==> src/rtl/ladybird_fetch_unit.sv <==
// ladybird_fetch_unit: multi-outstanding instruction fetch front end with FIFO.
// Define LADYBIRD_FETCH_PERF_EN to add saturating perf counter outputs.
module ladybird_fetch_unit #(
  parameter int XLEN            = 32,
  parameter int QUEUE_DEPTH     = 4,
  parameter int MAX_OUTSTANDING = 2
) (
  input  logic            clk,
  input  logic            nrst,
  input  logic            start,
  input  logic [XLEN-1:0] start_pc,
  input  logic            halt,
  input  logic            redirect_valid,
  input  logic [XLEN-1:0] redirect_pc,
  output logic [XLEN-1:0] mem_pc,
  output logic            mem_pc_valid,
  input  logic            mem_pc_ready,
  input  logic [XLEN-1:0] mem_inst,
  input  logic            mem_inst_valid,
  output logic            out_valid,
  input  logic            out_ready,
  output logic [XLEN-1:0] out_inst,
  output logic [XLEN-1:0] out_pc,
  output logic            idle
`ifdef LADYBIRD_FETCH_PERF_EN
  ,
  output logic [31:0]     perf_fetched,
  output logic [31:0]     perf_dropped,
  output logic [31:0]     perf_stall
`endif
);

  localparam int PW = $clog2(QUEUE_DEPTH);
  localparam int CW = $clog2(QUEUE_DEPTH + 1);
  localparam int OW = $clog2(MAX_OUTSTANDING + 1);

  typedef enum logic [1:0] {
    S_IDLE,
    S_RUN,
    S_HALT
  } state_t;

  state_t state, state_nxt;

  logic [XLEN-1:0] fetch_pc, next_pc;
  logic [XLEN-1:0] q_inst [QUEUE_DEPTH];
  logic [XLEN-1:0] q_pc [QUEUE_DEPTH];
  logic [PW-1:0]   rd_ptr, wr_ptr;
  logic [CW-1:0]   count;
  logic [OW-1:0]   outst, outst_nxt, drop_cnt;
  logic [CW:0]     used;
  logic [XLEN-1:0] redir_pc;
  logic            run, flush, issue;
  logic            drop, push, pop, clear;

  assign run      = (state == S_RUN);
  assign flush    = run & redirect_valid;
  assign redir_pc = redirect_pc & ~XLEN'(3);
  // In-flight fetches reserve a queue slot so a push can never overflow
  assign used     = {1'b0, count} + (CW+1)'(outst);

  assign mem_pc       = fetch_pc;
  assign mem_pc_valid = run & ~halt & ~redirect_valid
                      & (outst < OW'(MAX_OUTSTANDING))
                      & (used < (CW+1)'(QUEUE_DEPTH));
  assign issue        = mem_pc_valid & mem_pc_ready;

  assign drop = mem_inst_valid & (flush | (drop_cnt != '0));
  assign push = mem_inst_valid & ~drop;

  assign out_valid = (count != '0) & ~redirect_valid;
  assign pop       = out_valid & out_ready;
  assign out_inst  = q_inst[rd_ptr];
  assign out_pc    = q_pc[rd_ptr];

  assign outst_nxt = outst + OW'(issue) - OW'(mem_inst_valid);
  assign clear     = flush
                   | ((state == S_HALT) & (state_nxt == S_IDLE));
  assign idle      = (state == S_IDLE) & (count == '0)
                   & (outst == '0);

  always_comb begin
    state_nxt = state;
    unique case (state)
      S_IDLE:  if (start) state_nxt = S_RUN;
      S_RUN:   if (halt) state_nxt = S_HALT;
      S_HALT:  if (outst_nxt == '0) state_nxt = S_IDLE;
      default: state_nxt = S_IDLE;
    endcase
  end

  always_ff @(posedge clk or negedge nrst) begin
    if (!nrst) begin
      state    <= S_IDLE;
      fetch_pc <= '0;
      next_pc  <= '0;
      rd_ptr   <= '0;
      wr_ptr   <= '0;
      count    <= '0;
      outst    <= '0;
      drop_cnt <= '0;
      for (int i = 0; i < QUEUE_DEPTH; i++) begin
        q_inst[i] <= '0;
        q_pc[i]   <= '0;
      end
    end else begin
      state <= state_nxt;
      outst <= outst_nxt;
      if (state == S_IDLE && start) begin
        fetch_pc <= start_pc;
        next_pc  <= start_pc;
      end else if (flush) begin
        fetch_pc <= redir_pc;
        next_pc  <= redir_pc;
      end else begin
        if (issue) fetch_pc <= fetch_pc + XLEN'(4);
        if (push)  next_pc  <= next_pc + XLEN'(4);
      end
      // Everything still in flight at a redirect belongs to the old path
      if (flush)
        drop_cnt <= outst - OW'(mem_inst_valid);
      else if (mem_inst_valid && drop_cnt != '0)
        drop_cnt <= drop_cnt - OW'(1);
      if (clear) begin
        rd_ptr <= '0;
        wr_ptr <= '0;
        count  <= '0;
      end else begin
        if (push) begin
          q_inst[wr_ptr] <= mem_inst;
          q_pc[wr_ptr]   <= next_pc;
          wr_ptr         <= wr_ptr + PW'(1);
        end
        if (pop) rd_ptr <= rd_ptr + PW'(1);
        count <= count + CW'(push) - CW'(pop);
      end
    end
  end

  always_ff @(posedge clk) begin
    if (nrst)
      assert (!(push && !clear && count == CW'(QUEUE_DEPTH)));
  end

`ifdef LADYBIRD_FETCH_PERF_EN
  always_ff @(posedge clk or negedge nrst) begin
    if (!nrst) begin
      perf_fetched <= '0;
      perf_dropped <= '0;
      perf_stall   <= '0;
    end else begin
      if (push && perf_fetched != '1)
        perf_fetched <= perf_fetched + 32'd1;
      if (drop && perf_dropped != '1)
        perf_dropped <= perf_dropped + 32'd1;
      if (run && !out_valid && perf_stall != '1)
        perf_stall <= perf_stall + 32'd1;
    end
  end
`endif

endmodule

==> config.mk <==
export PLATFORM = sky130hd
export DESIGN_NAME = ladybird_fetch_unit
export DESIGN_NICKNAME = d
export VERILOG_FILES = /design/src/rtl/ladybird_fetch_unit.sv
export SDC_FILE = /design/constraint.sdc
export NUM_CORES = 1
export LEC_CHECK = 0
export ABC_AREA = 1
export CAP_MARGIN = 20
export CORE_MARGIN = 4
export CORE_UTILIZATION = 45
export DETAILED_ROUTE_END_ITERATION = 8
export PLACE_DENSITY = 0.73
export SYNTH_ARGS = -nofsm -noshare
export SYNTH_HDL_FRONTEND = slang
export SYNTH_SLANG_ARGS = --single-unit
==> constraint.sdc <==
create_clock -name clk -period 3.2 [get_ports clk]
set_input_delay 0.8 -clock clk [delete_from_list [all_inputs] [get_ports clk]]
set_output_delay 0.8 -clock clk [all_outputs]
set_load 0.02 [all_outputs]
==> impl_metrics.yaml <==
run_status:
  status: "finished clean"
finish:
  final_layout_size_suffix_gt1_frac: 0.0636
  layout.nets: 2639
  syn_to_final_growth_pct: 21.8
  fin_util: 0.553
  diodes: 0
timing:
  fin_setup_tns_ns: 0
  finalSetupViolations: 0
  worstMarginPinSlew_ns: 0.922
  slew_headroom: 0.385
  fin_crit_sh: 0.981
  timing.final.crit_period_ns: 3.14
  worst_clock_skew_ns: 0.0189
  slew_viol_final: 0
  maxClockFrequency_mhz: 319
  hold_violations: 0
route:
  viasPerCell: 5.75
  wl_microns: 57100
  wire_per_inst_microns: 18.6
  dr.pass1.iters: 6
  ant_nets: 0
  dr_total_vias: 17700
  drc: 0
  drtIter0Drc: 1809
place:
  numPortBuffers: 200
  dp_hpwl_microns: 36500
  place.gp.congestion: 0.907
worst_setup_path:
  crit_type: "register to output port"
  crit_arrival_ns: 2.34
  critPathLaunchType: "register"
  crit_required_ns: 2.40
  critical_path.endpoint_type: "output port"
  cp_max_fo: 25
grt:
  grt_pass1_vias: 17100
  overflow: 0
  grt_max_degree: 96
  grt.total_usage: 0.253
  grt_pass1_wl_microns: 91200
  antenna_found_initial: 0
floorplanning:
  die_h_microns: 208
  die_area_sq_um: 43400
  dieWidth_microns: 208
  ios: 203
  start_util: 0.454
  rows: 73
  coreArea_sq_um: 39700
worst_hold_path:
  hold_path.class: "input port to asynchronous set/reset pin"
synthesis:
  synth-seq-cells: 333
  synthDistinctLibCells: 39
  netlist_instances: 2403
  synth_area_leaders: "dfrtp_1 46%, nand2_1 16%, nand4_1 9.3%"
  syn_nets: 2521
  syn_area_sq_um: 18000
  yosysTopAreaCell: "dfrtp_1"
  yosysWarnings: 0
  syn-mean-instance-area_sq_um: 7.51
  ys_seq_area_frac: 0.462
  synth_top_area_frac: 0.462
clock_network:
  root_buffer: "clkbuf_16"
  htree_levels: 2
  ctsHoldBuffers: 0
  clock_latency_ns: 0.53
  cts_tree: "built"
  cts_buffer_depth: 3
  cts.sinks: 333
  clkTransAtPathRegs_ns: 0.06
  cts_buffers: 38
power_and_ir_drop:
  p_per_area_nw_per_um2: 1060
  p_leak_nw: 11.0
  vdd_ir_drop_max_mv: 0.448
flow_run:
  max_cap_violations: 0
==> cells by family (layout without fill, tap and decap cells) <==
logic type	count (synthesis)	in the layout	synth area share
flops	333	333	0.462
buf+inv	290	433	0.0770
compound gates	304	304	0.0945
xor+xnor	20	20	0.00970
fa+ha+maj	14	14	0.0101
simple gates	1442	1442	0.347
==> synthesized netlist by cell type <==
master and n:
dfrtp_1 333, o211ai_1 2, xnor2_1 4, clkbuf_1 95, a21oi_1 38, buf_4 13
nor2_2 3, clkinv_1 1, nor4_1 3, nand3b_1 10, inv_2 5, o21bai_1 3
o22ai_1 69, buf_2 62, xor2_1 16, o21ai_1 9, a22oi_1 1, nor3_2 1
or2_0 1, nand2_1 780, buf_1 7, a22o_1 19, nor2_1 317, ha_1 13
and3_1 2, nand3_4 2, nor3_1 7, buf_6 23, o21ai_0 155, nand3_1 41
inv_1 83, inv_4 1, a31oi_1 7, or2_2 1, fa_1 1, nand4_1 269
nand2_2 3, nand3_2 2, o31ai_1 1
==> stage by stage <==
stage | power, W | setup WS [ns] | area (sq um) | std cells | hold slack, ns
4_1_cts | 0.0232 | 0.000935 | 21900 | 3069 | 0.274
2_1_floorplan | 0.0144 | 0.281 | 18000 | 2403 | 0.437
5_1_grt | 0.0248 | -0.00125 | 22000 | 3071 | 0.300
3_3_place_gp | 0.0188 | -0.333 | 20700 | 3004 | 0.448
3_5_place_dp | 0.0191 | -0.400 | 20700 | 3004 | 0.453
6_report | 0.0232 | 0.0605 | 22000 | 3071 | 0.242
==> layer usage <==
layer / track usage / vias to the layer above / part of all wire
li1: - / 8271 / -
met1: 0.348 / 8447 / 0.42
met2: 0.414 / 842 / 0.47
met3: 0.0404 / 105 / 0.079
met4: 0.0809 / 0 / 0.026
met5: 0 / - / 0
==> placed cells by master (no fill, tap or decap), types with 3 or more instances in the layout <==
cell type and instances:
nand2_1 780, dfrtp_1 331, nor2_1 316, nand4_1 269, o21ai_0 155, clkdlybuf4s50_1 146, inv_1 82, o22ai_1 67
nand3_1 40, buf_4 40, clkbuf_16 39, a21oi_1 38, buf_12 36, dlygate4sd2_1 27, dlymetal6s2s_1 26, a22o_1 19
xor2_1 16, clkbuf_1 12, nand3b_1 10, o21ai_1 9, ha_1 9, clkinv_2 7, nor3_1 7, a31oi_1 7
inv_2 5, clkbuf_8 5, xnor2_1 4, nor2_2 4, ha_2 4, nand2_2 3, nand3_4 3, o21bai_1 3
==> registers in the layout (all words and copies together) (netlist names) <==
| register | count |
|---|---|
| outst | 2 |
| state | 2 |
| mem_pc | 32 |
| q_pc | 128 |
| drop_cnt | 2 |
| q_inst | 128 |
| rd_ptr | 2 |
| wr_ptr | 2 |
| count | 3 |
| next_pc | 32 |
==> path summary, 6_finish.rpt <==
kind,start,end,slack [ns],cells after the start
setup / recovery,rd_ptr[1]$_DFFE_PN0P_,out_inst[9],0.06,5
hold / removal,nrst,q_inst[2]$_DFFE_PN0P_,0.24,1
setup reg to reg,count[1]$_DFF_PN0_,q_inst[118]$_DFFE_PN0P_,0.20,14
hold reg to reg,q_inst[63]$_DFFE_PN0P_,q_inst[63]$_DFFE_PN0P_,0.47,2
max in group asynchronous,nrst,q_pc[1]$_DFFE_PN0P_,2.12,2
min in group clk,q_inst[63]$_DFFE_PN0P_,q_inst[63]$_DFFE_PN0P_,0.47,2
==> timing repair <==
item / in CTS / in global routing
gates resized for setup: 32 / 28
pin swaps: 0 / 2
buffers inserted: 0 / 2
endpoints found under the setup margin: 49 / 273
==> critical path, stage by stage, from the launching register on <==
cell,delay (ns)
dfrtp_2,0.51
inv_2,0.13
buf_6,0.22
o21ai_0,0.14
o22ai_1,0.16
clkdlybuf4s50_1,0.64
==> report_power, final <==
part           total (W)  leakage, nW  internal, W  switching, W
sequential       0.00782         4.23      0.00611       0.00171
clock            0.00426        0.587      0.00251       0.00175
combinational     0.0111         6.14      0.00415       0.00699
==> layout make-up <==
type	instances	area, sq um
inverter	90	344
timing repair buffer	278	3090
clock buffer	56	1090
tap	525	657
multi-input combinational	1780	8380
clock inverter	9	98.8
sequential	333	8340
fill	3637	17700
Power figures use the tool's default switching activity.
